File: src/rtl/flu_field_align_pkg.sv
// Shared widths and the FLU word type for the field-align block.
// Defaults match the 512-bit FLU datapath and the 32-bit extractor output.
package flu_align_pkg;

    localparam int DATA_W         = 512;
    localparam int SOP_POS_W      = 3;
    localparam int EOP_POS_W      = $clog2(DATA_W / 8);
    localparam int FIELD_W        = 32;
    localparam int FIFO_DEPTH_DEF = 16;
    localparam int FIFO_CNT_WIDTH = $clog2(FIFO_DEPTH_DEF) + 1;

    typedef struct packed {
        logic [DATA_W-1:0]    data;
        logic [SOP_POS_W-1:0] sop_pos;
        logic [EOP_POS_W-1:0] eop_pos;
        logic                 sop;
        logic                 eop;
    } flu_word_t;

endpackage

File: src/rtl/flu_field_align_if.sv
// RX packet, HDR field and TX packet streams of the field aligner, plus status.
// master = upstream extractor / downstream sink side, slave = the aligner.
interface flu_field_align_if
    import flu_align_pkg::*;
#(
    parameter int DATA_WIDTH    = DATA_W,
    parameter int SOP_POS_WIDTH = SOP_POS_W,
    parameter int EOP_POS_WIDTH = EOP_POS_W,
    parameter int FIELD_WIDTH   = FIELD_W,
    parameter int CNT_WIDTH     = FIFO_CNT_WIDTH
);
    logic [DATA_WIDTH-1:0]    rx_data;
    logic [SOP_POS_WIDTH-1:0] rx_sop_pos;
    logic [EOP_POS_WIDTH-1:0] rx_eop_pos;
    logic                     rx_sop;
    logic                     rx_eop;
    logic                     rx_src_rdy;
    logic                     rx_dst_rdy;

    logic [FIELD_WIDTH-1:0]   hdr_data;
    logic                     hdr_sop;
    logic                     hdr_eop;
    logic                     hdr_src_rdy;
    logic                     hdr_dst_rdy;

    logic [DATA_WIDTH-1:0]    tx_data;
    logic [SOP_POS_WIDTH-1:0] tx_sop_pos;
    logic [EOP_POS_WIDTH-1:0] tx_eop_pos;
    logic                     tx_sop;
    logic                     tx_eop;
    logic [FIELD_WIDTH-1:0]   tx_field;
    logic                     tx_src_rdy;
    logic                     tx_dst_rdy;

    logic [CNT_WIDTH-1:0]     fifo_cnt;
    logic                     hdr_err;

    modport slave (
        input  rx_data, rx_sop_pos, rx_eop_pos, rx_sop, rx_eop, rx_src_rdy,
        output rx_dst_rdy,
        input  hdr_data, hdr_sop, hdr_eop, hdr_src_rdy,
        output hdr_dst_rdy,
        output tx_data, tx_sop_pos, tx_eop_pos, tx_sop, tx_eop, tx_field, tx_src_rdy,
        input  tx_dst_rdy,
        output fifo_cnt, hdr_err
    );

    modport master (
        output rx_data, rx_sop_pos, rx_eop_pos, rx_sop, rx_eop, rx_src_rdy,
        input  rx_dst_rdy,
        output hdr_data, hdr_sop, hdr_eop, hdr_src_rdy,
        input  hdr_dst_rdy,
        input  tx_data, tx_sop_pos, tx_eop_pos, tx_sop, tx_eop, tx_field, tx_src_rdy,
        output tx_dst_rdy,
        input  fifo_cnt, hdr_err
    );

endinterface

File: src/rtl/flu_field_align_fifo.sv
// Field FIFO, first-word-fall-through: head valid whenever !empty, 1-cycle push-to-visible.
// Backpressure: full blocks push, empty blocks pop; illegal requests are ignored.
module field_align_fifo #(
    parameter int WIDTH = 32,
    parameter int DEPTH = 16,
    parameter int CNT_W = $clog2(DEPTH) + 1
) (
    input  logic             clk,
    input  logic             reset,
    input  logic             push,
    input  logic [WIDTH-1:0] push_data,
    input  logic             pop,
    output logic [WIDTH-1:0] head,
    output logic [CNT_W-1:0] count,
    output logic             full,
    output logic             empty
);
    localparam int AW = $clog2(DEPTH);

    logic [WIDTH-1:0] mem [DEPTH];
    logic [AW-1:0]    wr_ptr;
    logic [AW-1:0]    rd_ptr;
    logic             push_ok;
    logic             pop_ok;

    assign full    = (count == CNT_W'(DEPTH));
    assign empty   = (count == '0);
    assign push_ok = push && !full;
    assign pop_ok  = pop && !empty;
    assign head    = mem[rd_ptr];

    always_ff @(posedge clk) begin
        if (push_ok) begin
            mem[wr_ptr] <= push_data;
        end
    end

    // DEPTH is a power of two, so the pointers wrap on natural overflow.
    always_ff @(posedge clk) begin
        if (reset) begin
            wr_ptr <= '0;
            rd_ptr <= '0;
            count  <= '0;
        end else begin
            if (push_ok) begin
                wr_ptr <= wr_ptr + 1'b1;
            end
            if (pop_ok) begin
                rd_ptr <= rd_ptr + 1'b1;
            end
            case ({push_ok, pop_ok})
                2'b10:   count <= count + 1'b1;
                2'b01:   count <= count - 1'b1;
                default: count <= count;
            endcase
        end
    end

endmodule

File: src/rtl/flu_field_align.sv
// Attaches the buffered extracted field to each FLU SOP word; RX->TX latency 1 cycle.
// Backpressure: TX stall holds the output register; SOP words stall until a field is buffered.
module flu_field_align
    import flu_align_pkg::*;
#(
    parameter int DATA_WIDTH    = DATA_W,
    parameter int SOP_POS_WIDTH = SOP_POS_W,
    parameter int EOP_POS_WIDTH = $clog2(DATA_WIDTH / 8),
    parameter int FIELD_WIDTH   = FIELD_W,
    parameter int FIFO_DEPTH    = FIFO_DEPTH_DEF
) (
    input  logic             clk,
    input  logic             reset,
    flu_field_align_if.slave bus
);
    localparam int CNT_W = $clog2(FIFO_DEPTH) + 1;

    logic                   out_free;
    logic                   rx_xfer;
    logic                   hdr_xfer;
    logic                   pop;
    logic                   fifo_full;
    logic                   fifo_empty;
    logic [FIELD_WIDTH-1:0] fifo_head;
    logic [CNT_W-1:0]       fifo_count;

    assign out_free        = !bus.tx_src_rdy || bus.tx_dst_rdy;
    assign bus.rx_dst_rdy  = out_free && (!bus.rx_sop || !fifo_empty);
    assign bus.hdr_dst_rdy = !fifo_full;
    assign rx_xfer         = bus.rx_src_rdy && bus.rx_dst_rdy;
    assign hdr_xfer        = bus.hdr_src_rdy && bus.hdr_dst_rdy;
    // A word with EOP(A)+SOP(B) still pops once: only B's field belongs to it.
    assign pop             = rx_xfer && bus.rx_sop;
    assign bus.fifo_cnt    = fifo_count;

    field_align_fifo #(
        .WIDTH (FIELD_WIDTH),
        .DEPTH (FIFO_DEPTH),
        .CNT_W (CNT_W)
    ) u_fifo (
        .clk       (clk),
        .reset     (reset),
        .push      (hdr_xfer),
        .push_data (bus.hdr_data),
        .pop       (pop),
        .head      (fifo_head),
        .count     (fifo_count),
        .full      (fifo_full),
        .empty     (fifo_empty)
    );

    always_ff @(posedge clk) begin
        if (reset) begin
            bus.tx_src_rdy <= 1'b0;
            bus.tx_data    <= '0;
            bus.tx_sop_pos <= '0;
            bus.tx_eop_pos <= '0;
            bus.tx_sop     <= 1'b0;
            bus.tx_eop     <= 1'b0;
            bus.tx_field   <= '0;
        end else if (out_free) begin
            bus.tx_src_rdy <= rx_xfer;
            if (rx_xfer) begin
                bus.tx_data    <= bus.rx_data;
                bus.tx_sop_pos <= bus.rx_sop_pos;
                bus.tx_eop_pos <= bus.rx_eop_pos;
                bus.tx_sop     <= bus.rx_sop;
                bus.tx_eop     <= bus.rx_eop;
                bus.tx_field   <= bus.rx_sop ? fifo_head : '0;
            end
        end
    end

    // Malformed frames are still pushed so fields stay one-per-packet aligned.
    always_ff @(posedge clk) begin
        if (reset) begin
            bus.hdr_err <= 1'b0;
        end else if (hdr_xfer && !(bus.hdr_sop && bus.hdr_eop)) begin
            bus.hdr_err <= 1'b1;
        end
    end

endmodule
File: src/flat_wrapper.sv
// flat-port wrapper written by rule: the top's interface ports become plain ports
module flu_field_align_flat import flu_align_pkg::*;
#(
    parameter int DATA_WIDTH    = DATA_W,
    parameter int SOP_POS_WIDTH = SOP_POS_W,
    parameter int EOP_POS_WIDTH = $clog2(DATA_WIDTH / 8),
    parameter int FIELD_WIDTH   = FIELD_W,
    parameter int FIFO_DEPTH    = FIFO_DEPTH_DEF
)
  (clk, reset, bus_rx_data, bus_rx_sop_pos, bus_rx_eop_pos, bus_rx_sop, bus_rx_eop, bus_rx_src_rdy, bus_rx_dst_rdy, bus_hdr_data, bus_hdr_sop, bus_hdr_eop, bus_hdr_src_rdy, bus_hdr_dst_rdy, bus_tx_data, bus_tx_sop_pos, bus_tx_eop_pos, bus_tx_sop, bus_tx_eop, bus_tx_field, bus_tx_src_rdy, bus_tx_dst_rdy, bus_fifo_cnt, bus_hdr_err);
  flu_field_align_if #(.DATA_WIDTH(DATA_WIDTH), .SOP_POS_WIDTH(SOP_POS_WIDTH), .EOP_POS_WIDTH(EOP_POS_WIDTH), .FIELD_WIDTH(FIELD_WIDTH)) bus_i ();
  input  logic clk;
  input  logic reset;
  input wire logic [$bits(bus_i.rx_data)-1:0] bus_rx_data;
  input wire logic [$bits(bus_i.rx_sop_pos)-1:0] bus_rx_sop_pos;
  input wire logic [$bits(bus_i.rx_eop_pos)-1:0] bus_rx_eop_pos;
  input wire logic [$bits(bus_i.rx_sop)-1:0] bus_rx_sop;
  input wire logic [$bits(bus_i.rx_eop)-1:0] bus_rx_eop;
  input wire logic [$bits(bus_i.rx_src_rdy)-1:0] bus_rx_src_rdy;
  output wire logic [$bits(bus_i.rx_dst_rdy)-1:0] bus_rx_dst_rdy;
  input wire logic [$bits(bus_i.hdr_data)-1:0] bus_hdr_data;
  input wire logic [$bits(bus_i.hdr_sop)-1:0] bus_hdr_sop;
  input wire logic [$bits(bus_i.hdr_eop)-1:0] bus_hdr_eop;
  input wire logic [$bits(bus_i.hdr_src_rdy)-1:0] bus_hdr_src_rdy;
  output wire logic [$bits(bus_i.hdr_dst_rdy)-1:0] bus_hdr_dst_rdy;
  output wire logic [$bits(bus_i.tx_data)-1:0] bus_tx_data;
  output wire logic [$bits(bus_i.tx_sop_pos)-1:0] bus_tx_sop_pos;
  output wire logic [$bits(bus_i.tx_eop_pos)-1:0] bus_tx_eop_pos;
  output wire logic [$bits(bus_i.tx_sop)-1:0] bus_tx_sop;
  output wire logic [$bits(bus_i.tx_eop)-1:0] bus_tx_eop;
  output wire logic [$bits(bus_i.tx_field)-1:0] bus_tx_field;
  output wire logic [$bits(bus_i.tx_src_rdy)-1:0] bus_tx_src_rdy;
  input wire logic [$bits(bus_i.tx_dst_rdy)-1:0] bus_tx_dst_rdy;
  output wire logic [$bits(bus_i.fifo_cnt)-1:0] bus_fifo_cnt;
  output wire logic [$bits(bus_i.hdr_err)-1:0] bus_hdr_err;
  assign bus_i.rx_data = bus_rx_data;
  assign bus_i.rx_sop_pos = bus_rx_sop_pos;
  assign bus_i.rx_eop_pos = bus_rx_eop_pos;
  assign bus_i.rx_sop = bus_rx_sop;
  assign bus_i.rx_eop = bus_rx_eop;
  assign bus_i.rx_src_rdy = bus_rx_src_rdy;
  assign bus_rx_dst_rdy = bus_i.rx_dst_rdy;
  assign bus_i.hdr_data = bus_hdr_data;
  assign bus_i.hdr_sop = bus_hdr_sop;
  assign bus_i.hdr_eop = bus_hdr_eop;
  assign bus_i.hdr_src_rdy = bus_hdr_src_rdy;
  assign bus_hdr_dst_rdy = bus_i.hdr_dst_rdy;
  assign bus_tx_data = bus_i.tx_data;
  assign bus_tx_sop_pos = bus_i.tx_sop_pos;
  assign bus_tx_eop_pos = bus_i.tx_eop_pos;
  assign bus_tx_sop = bus_i.tx_sop;
  assign bus_tx_eop = bus_i.tx_eop;
  assign bus_tx_field = bus_i.tx_field;
  assign bus_tx_src_rdy = bus_i.tx_src_rdy;
  assign bus_i.tx_dst_rdy = bus_tx_dst_rdy;
  assign bus_fifo_cnt = bus_i.fifo_cnt;
  assign bus_hdr_err = bus_i.hdr_err;
  flu_field_align #(.DATA_WIDTH(DATA_WIDTH), .SOP_POS_WIDTH(SOP_POS_WIDTH), .EOP_POS_WIDTH(EOP_POS_WIDTH), .FIELD_WIDTH(FIELD_WIDTH), .FIFO_DEPTH(FIFO_DEPTH)) u_core (.clk(clk), .reset(reset), .bus(bus_i));
endmodule
File: config.mk
export PLATFORM = sky130hd
export DESIGN_NAME = flu_field_align_flat
export DESIGN_NICKNAME = d
export VERILOG_FILES = /design/src/rtl/flu_field_align_pkg.sv /design/src/rtl/flu_field_align_if.sv /design/src/rtl/flu_field_align_fifo.sv /design/src/rtl/flu_field_align.sv /design/src/flat_wrapper.sv
export SDC_FILE = /design/constraint.sdc
export NUM_CORES = 2
export LEC_CHECK = 0
export CAP_MARGIN = 40
export CORE_AREA = 2 2 437 439
export DETAILED_ROUTE_END_ITERATION = 7
export DIE_AREA = 0 0 439 441
export HOLD_SLACK_MARGIN = 0.12
export PLACE_DENSITY_LB_ADDON = 0.05
export SYNTH_ARGS = -nofsm -noshare
export SYNTH_HDL_FRONTEND = slang
export SYNTH_SLANG_ARGS = --single-unit
export TNS_END_PERCENT = 5
File: constraint.sdc
create_clock -name clk -period 3.8 [get_ports clk]
set_input_delay 0.57 -clock clk [delete_from_list [all_inputs] [get_ports clk]]
set_output_delay 0.57 -clock clk [all_outputs]
set_load 0.02 [all_outputs]
---- After elaboration in Yosys (flattened, before gate mapping) ----
Memories as Yosys holds them, arrays and structs flattened. A register that Yosys moved wholly into a read port is not among the register bits.
Cells that the tools add are included.
cells by class
  add/subtract/negate cells ............... 4
  muxes and demuxes ....................... 6
  equality and inequality tests ........... 3
  reduce and logical (&&, ||, !) cells .... 18
operator list
  operator               number
  $mux W32               1
  $pmux W5 S2            1
  $add A4 B1 Y4 const B  2
  $logic_and A1 B1 Y1    8
  $mux W4                2
  $add A5 B1 Y5 const B  1
  $eq A5 B5 Y1 const B   1
  $logic_not A1 Y1       5
  $logic_not A5 Y1       1
  $sub A5 B1 Y5 const B  1
  $eq A2 B1 Y1 const B   1
  $eq A2 B2 Y1 const B   1
  $logic_or A1 B1 Y1     2
  $mux W1                2
  $reduce_and A2 Y1      1
  $reduce_bool A2 Y1     1
storage, ports and cells
  RAM bits ................................ 512
  flip-flop bits (word level) ............. 570
  input port bits ......................... 562
  output and inout port bits .............. 564
  memories kept ........................... 1
  word-level logic and storage cells ...... 43
memories
  memory             depth  bits a word  rd ports  clocked after memory_dff  write ports  line                        text
  u_core.u_fifo.mem  16     32           1         1                         1            flu_field_align_fifo.sv:20  logic [WIDTH-1:0] mem [DEPTH];

---- Depth between registers and ports, before layout ----
  depth after elaboration ................. 9
  depth in mapped cells ................... 12
  gate-level depth less buffers ........... 11

---- Modules after synthesis ----
A second synthesis with hierarchy kept.
second synthesis, totals
  cell total of the unflattened synthesis .. 3493
  area total of the unflattened synthesis .. 46344.4 um2
modules (own cells, without submodules)
  module            times used  sequential area each (um2)  area an instance (um2)  cells each
  flu_field_align   1           11150.7                     26006.2                 2658
  field_align_fifo  1           15715.1                     20338.3                 835

---- Worst setup path before layout ----
Ideal clock, no wire load.
  kind .................................... flip-flop to flip-flop
  start point ............................. reg u_core.u_fifo.count[1]
  end point ............................... mem u_core.u_fifo.mem[3][0] (enable)
  cell stages (with the launch flop) ...... 6
  library setup time ...................... 0.461 ns
  path slack .............................. -0.290 ns
  arrival ................................. 3.629 ns
  path buffers ............................ 1
  data required time ...................... 3.339 ns
  cells stage by stage .................... dfxtp_1 -> nor4_4 -> a21boi_0 -> clkbuf_1 -> nand2_1 -> nor3_1
between the ends
  cells in the longest elaborated chain, start to end .. 6
ends and longest elaborated chain
  item                             line                                               text
  start: declaration               flu_field_align_fifo.sv:14                         output logic [CNT_W-1:0] count,
  start signal: assignment         flu_field_align_fifo.sv:52                         2'b10: count <= count + 1'b1;
  start signal: assignment         flu_field_align_fifo.sv:53                         2'b01: count <= count - 1'b1;
  start signal: assignment         flu_field_align_fifo.sv:54                         default: count <= count;
  $eq A5 B5 Y1 *                   flu_field_align_fifo.sv:26                         assign full = (count == CNT_W'(DEPTH));
  $logic_not A1 Y1 *               flu_field_align_fifo.sv:28, flu_field_align.sv:29
  $logic_and A1 B1 Y1              flu_field_align.sv:31                              assign hdr_xfer = bus.hdr_src_rdy && bus.hdr_dst_rdy;
  $logic_and A1 B1 Y1 *            flu_field_align_fifo.sv:28                         assign push_ok = push && !full;
  $mux W1 *                        flu_field_align_fifo.sv:33                         if (push_ok) begin
  $mux W1 (implied by the code) *  flu_field_align_fifo.sv:34                         mem[wr_ptr] <= push_data;
  end: declaration                 flu_field_align_fifo.sv:20
Mark *: on every way between the ends. The rest lies on a longest branch, timed or not.

---- Final worst setup path ----
  start point ............................. reg u_core.bus.tx_src_rdy
  end point ............................... out bus_rx_dst_rdy
between the ends
  cells in the longest elaborated chain, start to end .. 3
ends and longest elaborated chain
  item                      line                      text
  start: declaration        flu_field_align_if.sv:43  output tx_data, tx_sop_pos, tx_eop_pos, tx_sop, tx_eop, tx_field, tx_src_rdy,
  start signal: assignment  flu_field_align.sv:62     bus.tx_src_rdy <= rx_xfer;
  $logic_not A1 Y1          flu_field_align.sv:27     assign out_free = !bus.tx_src_rdy || bus.tx_dst_rdy;
  $logic_or A1 B1 Y1        flu_field_align.sv:27
  $logic_and A1 B1 Y1       flu_field_align.sv:28     assign bus.rx_dst_rdy = out_free && (!bus.rx_sop || !fifo_empty);
  end: declaration          flat_wrapper.sv:20        output wire logic [$bits(bus_i.rx_dst_rdy)-1:0] bus_rx_dst_rdy;
No other way between the ends.

==> results.json <==
{
  "setup_viol": 0,
  "async_flop_share_pct": 0,
  "numClockSinks": 1086,
  "ys_ff_latch": 1086,
  "via_per_inst": 4.27,
  "first_iter_violations": 2294,
  "holdBufCountCts": 0,
  "peakVddDrop_mv": 0.358,
  "status": "finished, final reports clean",
  "cp_max_fo": 3,
  "cts_max_level": 4,
  "max_stage_delay_ns": 0.80,
  "cts_buffer_depth": 3,
  "dpl.hpwl_mm": 152,
  "post_cts_resized": 0,
  "synth_fp_nets": 3751,
  "portBuffers": 1125,
  "min_path_cells": 2,
  "grt-ovfl-total": 0,
  "globalplace.congestion": 0.826,
  "nNetsFinal": 4883,
  "cts_tree": "done",
  "core_area_um2": 189000,
  "grtUsageTotal_pct": 20.4,
  "syn-cell-area_um2": 39400,
  "crit_type": "flip-flop to primary output",
  "rsz0062_at_grt": "false",
  "cpMostUsedCell": "buf_4",
  "die_w_um": 439,
  "post_dp_cell_area_um2": 53900,
  "synth_cell_types": 44,
  "antenna_left": 0,
  "synth_ff_type": "dfxtp_1",
  "synth_top_area_cell": "edfxtp_1",
  "clk_pin_slew_ns": 0.06,
  "avgSynthCellArea_um2": 12.4,
  "period_share_pct": 87.3,
  "clock_skew_ns": 0.0286,
  "power_per_cell_area_nw_per_um2": 558,
  "firstDrtPassIters": 5,
  "hold_viol": 0,
  "synthTopCellsByArea": "edfxtp_1, dfxtp_1, nand2_1",
  "post_cts_buffers": 0,
  "ys_seq_area_share_pct": 68.2,
  "synth.yosys.warnings": 0,
  "whs_ns": 0.296,
  "cts_buffers": 138,
  "syn_to_final_growth_pct": 48.5,
  "crit_chain": "buf_4 -> nor2b_1 -> buf_4 -> a31oi_1 -> clkdlybuf4s50_1",
  "antenna_found_initial": 77,
  "relSlewSlack_pct": 45.3,
  "detail_route.wirelength_mm": 205,
  "synthCells": 3181,
  "fmax_ghz": 0.302,
  "routed-via-count": 29700,
  "grt_pass1_vias": 28900,
  "die_y_um": 441,
  "cap_violations": 0,
  "worstPathArrival_ns": 2.75,
  "hp-class": "input pin to flip-flop",
  "worst_slew_pin_slew_ns": 0.820,
  "cp-end-kind": "primary output",
  "power.leakage_uw": 0.0198,
  "cp-start-kind": "flip-flop",
  "period_needed_ns": 3.32,
  "cp.required_ns": 3.23,
  "grt_pass1_wl_mm": 268,
  "initial_core_util_pct": 20.8,
  "yosys.area.top_type_share_pct": 39.0,
  "grt_max_degree": 119,
  "dieArea_um2": 194000,
  "io_pins": 1126,
  "fin_area_um2": 58500,
  "num_rows": 160,
  "root_buffer": "clkbuf_16",
  "finalMaxSlewViolations": 0,
  "reg2reg_depth": 10,
  "setup_ws_ns": 0.484,
  "drc_errors": 0,
  "post-place-ws_ns": 0.194,
  "slowest_stage": "clkdlybuf4s50_1",
  "clk_latency_ns": 0.79,
  "drive_gt1_share_pct": 8.86,
  "post_drt_wl_per_cell_um": 29.6,
  "synth_edf_count": 512
}
## critical path: cells and delay by family (launching register included)
family | cells | cell delay (ns)
simple gates | 1 | 0.17
buf+inv | 3 | 1.12
compound gates | 1 | 0.38
flops | 1 | 0.29
## registers in the layout (all words and copies together), names as in the netlist, 3 cells and up, named ones only
name,count
u_core.bus.tx_data,512
u_core.bus.tx_eop_pos,6
u_core.u_fifo.mem,512
u_core.bus.tx_sop_pos,3
u_core.u_fifo.count,5
u_core.u_fifo.rd_ptr,4
u_core.bus.tx_field,32
u_core.u_fifo.wr_ptr,4
## cell type report
| cell class | count | area [um^2] |
|---|---|---|
| flip-flops and latches | 1086 | 26900 |
| clock buffers | 186 | 3870 |
| clock inverters | 63 | 654 |
| inverters | 6 | 22.5 |
| repair buffers | 1214 | 12300 |
| fillers | 19300 | 131000 |
| well taps | 2511 | 3140 |
| diodes | 21 | 52.6 |
| multi-input cells | 1867 | 11500 |
## power breakdown
part / leakage, uW / total [uW] / switching [uW] / internal [uW]
clock network: 0.00222 / 13300 / 5510 / 7790
logic: 0.00823 / 5860 / 3420 / 2440
registers: 0.00933 / 13500 / 533 / 13000
## through the flow
step / cells / setup TNS (ns) / total power (uW) / util, %
final: 6954 / 0 / 32600 / 30.9
after global placement: 6682 / 0 / 19700 / 28.5
after floorplan: 3181 / -24.43 / 16200 / -
after CTS: 6933 / 0 / 33200 / 30.9
after global routing: 6943 / 0 / 34000 / 30.9
after detailed placement: 6684 / 0 / 19700 / 28.5
## routing by layer
metal | GRT usage (%) | part of all wire, % | vias up
li1 | - | - | 13500
met3 | 5.71 | 7.0 | 282
met4 | 6.33 | 2.4 | 22
met2 | 33.8 | 49 | 1017
met1 | 25.7 | 42 | 14800
met5 | 0 | 0.066 | -
## synthesized netlist by cell type (6+ instances only)
library cell  instances
a21oi_1             532
a22o_1               32
buf_1                 6
buf_2               114
buf_6                11
clkbuf_1             87
dfxtp_1             574
edfxtp_1            512
ha_1                  8
inv_1                 6
mux4_1               87
mux4_2               73
nand2_1            1057
nor2_1               29
## worst paths after layout
| kind | start | end | slack (ns) |
|---|---|---|---|
| setup / recovery | u_core.bus.tx_src_rdy | bus_rx_dst_rdy | 0.48 |
| hold / removal | reset | u_core.bus.tx_data[38] | 0.30 |
| setup reg to reg | u_core.u_fifo.count[0] | u_core.u_fifo.count[4] | 0.89 |
| hold reg to reg | u_core.bus.tx_data[327] | u_core.bus.tx_data[327] | 0.45 |
## logic make-up (layout without fill, tap and decap cells)
kind of cell | count (synthesis) | after routing | share of synthesized area, %
adder cells (fa/ha/maj) | 8 | 8 | 0.254
buffers and inverters | 228 | 1469 | 2.86
AO/OA/AOI/OAI | 575 | 575 | 7.68
XOR/XNOR | 8 | 8 | 0.178
flip-flops | 1086 | 1086 | 68.2
AND/OR/NAND/NOR | 1113 | 1113 | 10.8
other | 0 | 21 | 0
multiplexers | 163 | 163 | 10.1
## placed cells by master (no fill, tap or decap), types with 3 or more instances in the layout
| cell type | netlist | layout |
|---|---|---|
| clkdlybuf4s50_1 | 0 | 1124 |
| nand2_1 | 1057 | 1056 |
| dfxtp_1 | 574 | 570 |
| a21oi_1 | 532 | 532 |
| edfxtp_1 | 512 | 512 |
| clkbuf_16 | 0 | 142 |
| mux4_1 | 87 | 87 |
| mux4_2 | 73 | 73 |
| buf_4 | 0 | 56 |
| buf_12 | 2 | 33 |
| a22o_1 | 32 | 32 |
| clkbuf_1 | 87 | 29 |
| diode_2 | 0 | 21 |
| clkinv_2 | 0 | 21 |
| clkinv_1 | 0 | 19 |
| nor2_1 | 29 | 17 |
| clkbuf_8 | 0 | 15 |
| nor2_4 | 0 | 13 |
| bufinv_16 | 0 | 9 |
| ha_1 | 8 | 8 |
| inv_1 | 6 | 5 |
| nand2b_1 | 5 | 5 |
| xor2_1 | 5 | 5 |
| inv_6 | 0 | 5 |
| nor2b_1 | 3 | 3 |
| nor3_2 | 0 | 3 |
| xnor2_1 | 3 | 3 |
| dfxtp_4 | 0 | 3 |
| clkinv_8 | 0 | 3 |
(Power assumes the default switching activity.)
